<file path="src/rtl/dcache_qspi.sv">
// rtl/dcache_qspi.sv - cache line transfer engine: optional dirty-victim writeback, then line fill over quad-SPI PSRAM
module dcache_qspi #(
  parameter int LINE_LENGTH = 4,
  parameter int PA          = 22,
  parameter int READ_WAIT   = 6,
  parameter int CS_GAP      = 2
) (
  input  logic                                clk,
  input  logic                                reset,
  input  logic                                req,
  input  logic                                push,
  input  logic [PA-$clog2(LINE_LENGTH)-1:0]   victim_tag,
  input  logic [PA-$clog2(LINE_LENGTH)-1:0]   miss_tag,
  input  logic [3:0]                          dwrite,
  output logic [3:0]                          dread,
  output logic                                wstrobe_d,
  output logic                                rstrobe_d,
  output logic                                busy,
  output logic                                done,
  output logic                                sclk,
  output logic                                cs_n,
  output logic [3:0]                          io_out,
  output logic                                io_oe,
  input  logic [3:0]                          io_in
);
  localparam int NN = 2 * LINE_LENGTH;
  localparam int OW = $clog2(LINE_LENGTH);
  localparam int TW = PA - OW;
  localparam int IW = $clog2(NN);
  localparam int CW = 8;
  localparam logic [CW-1:0] NN_LAST   = CW'(NN - 1);
  localparam logic [CW-1:0] WAIT_LAST = CW'(READ_WAIT - 1);
  localparam logic [CW-1:0] GAP_LAST  = CW'(CS_GAP - 1);
  localparam logic [CW-1:0] CMD_LAST  = CW'(1);
  localparam logic [CW-1:0] ADDR_LAST = CW'(5);

  typedef enum logic [3:0] {
    S_IDLE, S_WB_LOAD, S_WB_CMD, S_WB_ADDR, S_WB_DATA, S_GAP,
    S_RD_CMD, S_RD_ADDR, S_RD_WAIT, S_RD_DATA, S_FILL, S_DONE
  } state_t;

  state_t          state, state_n;
  logic            phase, phase_n;
  logic [CW-1:0]   cnt, cnt_n;
  logic [3:0]      line_buf [NN];
  logic [TW-1:0]   victim_q, miss_q;
  logic [IW-1:0]   slot, slot_sw;
  logic            wire_st;
  logic [CW-1:0]   wire_last;
  state_t          wire_next;

  // Line byte k travels high nibble first, so wire nibble j maps to buffer slot j^1.
  assign slot    = cnt[IW-1:0];
  assign slot_sw = slot ^ {{(IW-1){1'b0}}, 1'b1};

  function automatic logic [3:0] addr_nib(input logic [TW-1:0] tag, input logic [2:0] idx);
    logic [23:0] a;
    a = 24'({tag, {OW{1'b0}}});
    case (idx)
      3'd0:    addr_nib = a[23:20];
      3'd1:    addr_nib = a[19:16];
      3'd2:    addr_nib = a[15:12];
      3'd3:    addr_nib = a[11:8];
      3'd4:    addr_nib = a[7:4];
      3'd5:    addr_nib = a[3:0];
      default: addr_nib = 4'h0;
    endcase
  endfunction

  always_ff @(posedge clk) begin
    if (reset) begin
      state <= S_IDLE;
      phase <= 1'b0;
      cnt   <= '0;
    end else begin
      state <= state_n;
      phase <= phase_n;
      cnt   <= cnt_n;
    end
  end

  always_ff @(posedge clk) begin
    if (state == S_IDLE && req) begin
      victim_q <= victim_tag;
      miss_q   <= miss_tag;
    end
    if (state == S_WB_LOAD)
      line_buf[slot] <= dwrite;
    if (state == S_RD_DATA && phase)
      line_buf[slot_sw] <= io_in;
  end

  always_comb begin
    state_n   = state;
    phase_n   = 1'b0;
    cnt_n     = cnt;
    cs_n      = 1'b1;
    sclk      = 1'b0;
    io_oe     = 1'b0;
    io_out    = 4'h0;
    rstrobe_d = 1'b0;
    wstrobe_d = 1'b0;
    dread     = 4'h0;
    busy      = 1'b1;
    done      = 1'b0;
    wire_st   = 1'b0;
    wire_last = CMD_LAST;
    wire_next = S_IDLE;
    case (state)
      S_IDLE: begin
        busy  = 1'b0;
        cnt_n = '0;
        if (req) state_n = push ? S_WB_LOAD : S_RD_CMD;
      end
      S_WB_LOAD: begin
        rstrobe_d = 1'b1;
        cnt_n     = cnt + 1'b1;
        if (cnt == NN_LAST) begin
          state_n = S_WB_CMD;
          cnt_n   = '0;
        end
      end
      S_WB_CMD: begin
        io_oe = 1'b1; io_out = cnt[0] ? 4'h8 : 4'h3;
        wire_st = 1'b1; wire_last = CMD_LAST; wire_next = S_WB_ADDR;
      end
      S_WB_ADDR: begin
        io_oe = 1'b1; io_out = addr_nib(victim_q, cnt[2:0]);
        wire_st = 1'b1; wire_last = ADDR_LAST; wire_next = S_WB_DATA;
      end
      S_WB_DATA: begin
        io_oe = 1'b1; io_out = line_buf[slot_sw];
        wire_st = 1'b1; wire_last = NN_LAST; wire_next = S_GAP;
      end
      S_GAP: begin
        cnt_n = cnt + 1'b1;
        if (cnt == GAP_LAST) begin
          state_n = S_RD_CMD;
          cnt_n   = '0;
        end
      end
      S_RD_CMD: begin
        io_oe = 1'b1; io_out = cnt[0] ? 4'hB : 4'hE;
        wire_st = 1'b1; wire_last = CMD_LAST; wire_next = S_RD_ADDR;
      end
      S_RD_ADDR: begin
        io_oe = 1'b1; io_out = addr_nib(miss_q, cnt[2:0]);
        wire_st = 1'b1; wire_last = ADDR_LAST; wire_next = S_RD_WAIT;
      end
      S_RD_WAIT: begin
        wire_st = 1'b1; wire_last = WAIT_LAST; wire_next = S_RD_DATA;
      end
      S_RD_DATA: begin
        wire_st = 1'b1; wire_last = NN_LAST; wire_next = S_FILL;
      end
      S_FILL: begin
        wstrobe_d = 1'b1;
        dread     = line_buf[slot];
        cnt_n     = cnt + 1'b1;
        if (cnt == NN_LAST) begin
          state_n = S_DONE;
          cnt_n   = '0;
        end
      end
      S_DONE: begin
        busy    = 1'b0;
        done    = 1'b1;
        cnt_n   = '0;
        state_n = S_IDLE;
      end
      default: state_n = S_IDLE;
    endcase
    // Every wire nibble is phase A (sclk low) then phase B (sclk high); counters step after phase B.
    if (wire_st) begin
      cs_n    = 1'b0;
      sclk    = phase;
      phase_n = ~phase;
      if (phase) begin
        if (cnt == wire_last) begin
          cnt_n   = '0;
          state_n = wire_next;
        end else begin
          cnt_n = cnt + 1'b1;
        end
      end
    end
  end
endmodule
</file>
<file path="config.mk">
export PLATFORM = sky130hd
export DESIGN_NAME = dcache_qspi
export DESIGN_NICKNAME = d
export VERILOG_FILES = /design/src/rtl/dcache_qspi.sv
export SDC_FILE = /design/constraint.sdc
export NUM_CORES = 1
export LEC_CHECK = 0
export ABC_AREA = 0
export CORE_MARGIN = 2
export CORE_UTILIZATION = 58
export DETAILED_ROUTE_END_ITERATION = 7
export HOLD_SLACK_MARGIN = 0.15
export PLACE_DENSITY = 0.95
export SETUP_SLACK_MARGIN = 0.3
export SLEW_MARGIN = 20
export SYNTH_ARGS = -nofsm -noshare
export SYNTH_HDL_FRONTEND = slang
export SYNTH_SLANG_ARGS = --single-unit
</file>
<file path="constraint.sdc">
create_clock -name clk -period 6.9 [get_ports clk]
set_input_delay 1.035 -clock clk [delete_from_list [all_inputs] [get_ports clk]]
set_output_delay 1.035 -clock clk [all_outputs]
set_load 0.01 [all_outputs]
</file>
==> results by group, run 1 <==
Timing
  • Final Cycle Share: around 73%
  • RSZ-0062 raised after global routing: false
  • Measured slew at the worst slew-check pin: roughly 0.90 ns
  • Slew Limit Headroom: between 30% and 40%
  • Final setup viols: 0
  • Clock Skew: 0.007443 ns
  • Fmax achieved: approximately 200 MHz
  • Final max-slew violation count: 0
  • Tmin final: roughly 5.0 ns
  • Setup TNS: 0 ns
  • Final Hold Viols: 0
  • Fin Hold WS: 0.5649 ns

Clock network
  • Root Buffer: clkbuf_8
  • Worst-path clk slew: roughly 0.09 ns
  • TritonCTS Buffers: 9
  • CTS Hold Bufs: 0
  • H-tree levels: 3
  • CTS tree: done
  • Post_cts resized: 0
  • Bufs on Longest Clock Path: 2
  • Postcts setup bufs: 0
  • Clk_lat worst skew: roughly 0.36 ns
  • CTS Sinks: 85

Synth
  • Simple-Gate Fraction of Synth Area: between 10% and 20%
  • Cells after Synth: 346
  • Seq cells post-synth: between 80 and 90
  • Synth Area in Adders: 1.468%
  • Ys async rst share: 0%
  • Post-synth top area share: 50.73%
  • Ys flop type: edfxtp_1
  • Sequential share of the synthesized area: between 50% and 60%
  • Synth Area in XOR/XNOR: 0.4110%
  • Synth Area in Compound Gates: between 10% and 20%
  • Post-synth cell types: between 50 and 60
  • Syn avg cell area: ~12 µm²
  • Post-synthesis cell area: 4262 µm²
  • Warnings, synthesis: 0
  • Largest cells by area after synthesis: edfxtp_1, mux4_2, dfxtp_1
  • Post-synthesis mux area share: between 10% and 20%
  • Leading area contributor after synthesis: edfxtp_1
  • Number of enable flip-flop cells after synthesis: just over 70
  • Largest family of logic cells by synthesized area: compound AO/OA/AOI/OAI gates
  • Synth Net Count: 403

Setup path
  • RR Endpoint: cnt[5]
  • CP arrival: 3.99 ns
  • Reg2reg start: cnt[1]
  • Worst reg2reg path depth: 8
  • Reg2reg setup slack: between 3 and 4 ns
  • Worst path required time: about 5.9 ns
  • CP Class: flip-flop to output port
  • Critical path capture point type: output port
  • Max FO, Critical Path: 21
  • CP Launch Type: flip-flop

Routing
  • DR WL/cell: around 22 µm
  • DR vias: 3,426
  • Vias/cell: 6.798
  • Final wirelength: between 10 and 15 mm
  • DRT iter0 DRCs: 563
  • WL met2: roughly 5.6 mm
  • Top layer in use: met4
  • Pre-antenna DRT Iters: 5
  • Antenna-violating nets left: 0
  • Wire length on met1: approximately 3.8 mm
  • Detailed-route DRC error count: 0
  • Met3 wire len: about 1.1 mm

Layout
  • Non-Filler Instances: 504
  • Antenna cells: 0
  • Share of layout cells above drive strength 1: 12.10%
  • Reg area: between 2000 and 2500 µm²
  • Most frequent cells in the layout: edfxtp_1, clkdlybuf4s50_1, nand2_1
  • Post-layout util: 71.86%
  • Multi-input logic area: ~1700 µm²
  • Fill cell count: ~470
  • Nets: about 460
  • P&R area growth vs syn: 20.99%
  • Commonest non-fill, non-tap cell in the layout: edfxtp_1

Power and ir drop
  • Power Total: 1.228 mW
  • Leak: about 1.7 nW
  • IR drop worst, VDD: 0.1598 mV
  • Pwr/cell area: 238.2 nW/µm²

GRT
  • Tot GR Track Use: between 20% and 30%
  • Pin count of the biggest net entering global routing: 42
  • GR Overflow Total: 0
  • Antenna violations before repair: 0
  • First-pass GRT wire length: about 18 mm
  • Number of global-route vias before repair: approximately 3.4k

Floorplan
  • Die height: approximately 90 µm
  • Die Footprint: 8049 µm²
  • Starting Density: 59.39%
  • Die W: about 90 µm
  • I/O pin count: 67
  • Row count: 31
  • Core area: roughly 7200 µm²

Worst hold path
  • Hold path cells: 1
  • Hold Path Class: flip-flop to flip-flop
  • Hold Crit Start: cnt[6]
  • WHS Endpoint: cnt[6]

Flow run
  • Max Cap Viol: 0

Placement
  • GPL Wtd Cong: slightly below 0.9
  • Placed Cells: between 400 and 500
  • Port bufs: 66
  • Post-DP HPWL: roughly 7.3 mm

Run status
  • Status: completed
-- flip-flops by register name (all words and copies together) (netlist names) --
name,flops
victim_q,20
phase,1
state,4
line_buf,32
miss_q,20
cnt,8
-- metrics by stage --
step,cell area (µm²),setup WS [ns]
5_1_grt,5156,1.619
3_3_place_gp,4956,2.634
4_1_cts,5156,1.901
6_report,5156,1.879
2_1_floorplan,4262,2.462
3_5_place_dp,4956,2.394
-- area by class of cell --
cell class                 count  share of cell area, %
inverter                       9                 0.6552
timing repair buffer          70                  13.39
multi-input combinational    225                  32.69
clock inverter                 6                  1.407
clock buffer                  10                  2.475
sequential                    85                  46.98
tap                           99                  2.402
-- Yosys cell counts, drive strengths merged, types with 5 or more instances --
master / instances
o21ai: 16
clkbuf: 13
nor2b: 6
edfxtp: 72
a22oi: 11
nor2: 22
a311oi: 5
mux2i: 5
mux4: 16
a31oi: 8
buf: 14
nor3: 12
ha: 5
nand3: 12
a211oi: 10
a21oi: 20
dfxtp: 13
nand2: 28
inv: 8
-- how the worst max path moves through the flow --
stage,start,end,slack [ns]
floorplan,req,state[0],2.46
global placement,cnt[1],io_out[2],2.63
detailed placement,cnt[1],io_out[2],2.39
CTS,cnt[1],io_out[2],1.90
global route,cnt[1],io_out[2],1.62
finish,cnt[1],io_out[2],1.88
-- worst max-delay path: stages (launching register included) --
cell and delay [ns]:
dfxtp_1 0.92, clkinv_1 0.56, ha_1 0.56, a222oi_1 0.47, nand2_1 0.13, a21oi_1 0.18, a21oi_1 0.06, a31o_2 0.26
clkdlybuf4s50_1 0.47
-- logic make-up after synthesis --
kind of cell | Yosys count
adders and majority gates | 5
buffers and inverters | 36
and+or+nand+nor | 98
xor gates and xnor gates | 2
AOI/OAI and AO/OA | 95
muxes | 25
DFF | 85
-- where the power goes --
group	switching (mW)	total (mW)	leakage, nW	internal [mW]
clock network	0.186	0.357	0.102	0.171
registers	0.0282	0.627	0.771	0.599
logic	0.135	0.244	0.802	0.109
total	0.349	1.23	1.67	0.879
-- metal layers --
layer / global-route usage, % / vias up
met5: 0 / -
li1: - / 1470
met1: 35.54 / 1614
met2: 47.10 / 281
met3: 5.868 / 61
met4: 15.38 / 0
Power figures use the tool's default switching activity.
==> run 2, diff against run 1 <==
Settings changed: CORE_UTILIZATION 58 to 54, PLACE_DENSITY 0.95 to 0.91.
Clock period 6.9 ns to 5.15 ns, I/O delays scaled along.
==> run 2 against run 1 <==
Effect of this change:
- via count is 3.9% lower
- clock power is 52% higher
- highest routed layer unchanged
- count of clock-buffer cells in the layout is 1 lower
- sequential share of layout area is 0.35 points lower
- register-to-register slack worse by 1.3 ns
- combinational power is 27% higher
- critical endpoint unchanged
==> results by group, run 2 (same netlist as run 1, synthesis figures left out) <==
Timing
  • Clock Skew: around 0.0097 ns
  • Fmax achieved: roughly 240 MHz
  • Setup TNS: 0 ns
  • Fin Hold WS: roughly 0.57 ns
  • Final Hold Viols: 0
  • Final Cycle Share: between 70% and 80%
  • RSZ-0062 raised after global routing: false
  • Worst setup margin: 1.058 ns
  • Final setup viols: 0
  • Tmin final: ~4.1 ns
  • Slew Limit Headroom: 39.97%
  • Measured slew at the worst slew-check pin: around 0.89 ns
  • Final max-slew violation count: 0

Layout
  • Max reg flops: 32
  • Finished Cell Area: between 5000 and 6000 µm²
  • Most frequent cells in the layout: edfxtp_1, clkdlybuf4s50_1, nand2_1
  • Post-layout util: roughly 68%
  • Share of layout cells above drive strength 1: between 10% and 20%
  • P&R area growth vs syn: 21.90%
  • Multi-input logic area: around 1700 µm²
  • Commonest non-fill, non-tap cell in the layout: edfxtp_1
  • Fill cell count: between 500 and 600
  • Antenna cells: 0
  • Largest regs: line_buf (32), miss_q (20), victim_q (20)
  • Top reg by flops: line_buf
  • Nets: approximately 460
  • Reg area: about 2400 µm²

Clock network
  • TritonCTS Buffers: 9
  • CTS tree: done
  • Post_cts resized: 0
  • Clk_lat worst skew: about 0.36 ns
  • Bufs on Longest Clock Path: 2
  • CTS Hold Bufs: 0
  • CTS Sinks: 85
  • H-tree levels: 3
  • Worst-path clk slew: 0.09 ns
  • Postcts setup bufs: 0
  • Root Buffer: clkbuf_8

Power and ir drop
  • Leak: about 1.7 nW
  • Power Internal: 1.229 mW
  • IR drop worst, VDD: approximately 0.27 mV
  • Combinational share of power: 18.4%
  • Clock power share: a little under a third
  • Sequential share of power: between 40% and 50%
  • Pwr/cell area: between 300 and 400 nW/µm²
  • Psw: approximately 0.47 mW
  • Sw frac: about 28%

GRT
  • First-pass GRT wire length: roughly 17 mm
  • Tot GR Track Use: 26.28%
  • Number of global-route vias before repair: 3,200
  • GR Overflow Total: 0
  • Pin count of the biggest net entering global routing: 42
  • Antenna violations before repair: 0

Setup path
  • Critical path capture point type: output port
  • CP Launch Type: flip-flop
  • Worst path required time: 4.38 ns
  • Cell mode on critical path: a21oi_1
  • CP Cell Sequence: buf_4 > clkinv_1 > ha_1 > a222oi_1 > nand2_1 > a21oi_1 > a21oi_1 > a31o_2 > clkdlybuf4s50_1
  • CP arrival: around 3.3 ns
  • Max FO, Critical Path: 21
  • CP Class: flip-flop to output port
  • CP max stage delay: around 0.50 ns
  • CP max stage cell: ha_1

Floorplan
  • Starting Density: between 50 and 60%
  • Die Footprint: 8618 µm²
  • Die height: between 90 and 100 µm
  • Row count: 32
  • Core area: 7687 µm²
  • Die W: between 90 and 100 µm
  • I/O pin count: between 60 and 70

Routing
  • Pre-antenna DRT Iters: 5
  • Final wirelength: between 10 and 15 mm
  • Vias/cell: approximately 6.5
  • Antenna-violating nets left: 0
  • DR WL/cell: roughly 21 µm
  • DR vias: ~3.3k
  • Detailed-route DRC error count: 0
  • DRT iter0 DRCs: approximately 310

Placement
  • GPL Wtd Cong: a little under 0.9
  • Dpl ws: approximately 1.6 ns
  • Post-DP HPWL: 7.784 mm
  • Placement Cell Area: roughly 5000 µm²
  • Port bufs: 66

Run status
  • Status: completed

Worst hold path
  • Hold Path Class: flip-flop to flip-flop

Flow run
  • Max Cap Viol: 0
## run 2: changes by cell type in the layout (fill, tap and decap cells not counted), sizes merged
cell      delta
inv          +2
clkinvlp     +1
buf          +1
clkinv       -3
clkbuf       -1
bufinv       +1
## run 2: power by group through the flow
stage / Combinational, mW / Clock, mW / Sequential [mW]
6_report: 0.311 / 0.542 / 0.843
2_1_floorplan: 0.216 / 0 / 0.831
3_5_place_dp: 0.305 / 0 / 0.857
4_1_cts: 0.308 / 0.544 / 0.842
3_3_place_gp: 0.294 / 0 / 0.855
5_1_grt: 0.335 / 0.579 / 0.848
## run 2: metal layers
layer,wire length (µm),track usage [%]
met1,4071,32.61
met3,741,4.557
met2,5658,44.99
met5,0,0
met4,330,12.01
## run 2: metrics by stage
| stage | power, mW | std cells |
|---|---|---|
| after global placement | 1.149 | 492 |
| after CTS | 1.693 | 508 |
| after detailed placement | 1.162 | 492 |
| after floorplan | 1.047 | 346 |
| final | 1.697 | 508 |
| after global routing | 1.762 | 508 |
## run 2: path summary, 6_finish.rpt
kind / end / cells after the start / slack [ns] / startpoint
worst min register to register: cnt[6] / 1 / 0.57 / cnt[6]
worst max-delay path: io_out[2] / 9 / 1.06 / cnt[1]
worst max register to register: cnt[6] / 9 / 2.42 / cnt[1]
worst min-delay path: cnt[6] / 1 / 0.57 / cnt[6]
## run 2: worst max-delay path, delay by kind of cell, from the launching register on
kind | cells | cell delay [ns]
compound gates | 4 | 0.92
flops | 1 | 0.32
fa+ha+maj | 1 | 0.50
buf+inv | 3 | 1.11
simple gates | 1 | 0.11
## run 2: final cells by class
type                       count  share of cell area, %
timing repair buffer          71                  13.44
tap                          102                  2.457
clock buffer                   9                  2.384
clock inverter                 7                  1.999
inverter                       9                 0.6503
multi-input combinational    225                  32.44
sequential                    85                  46.63
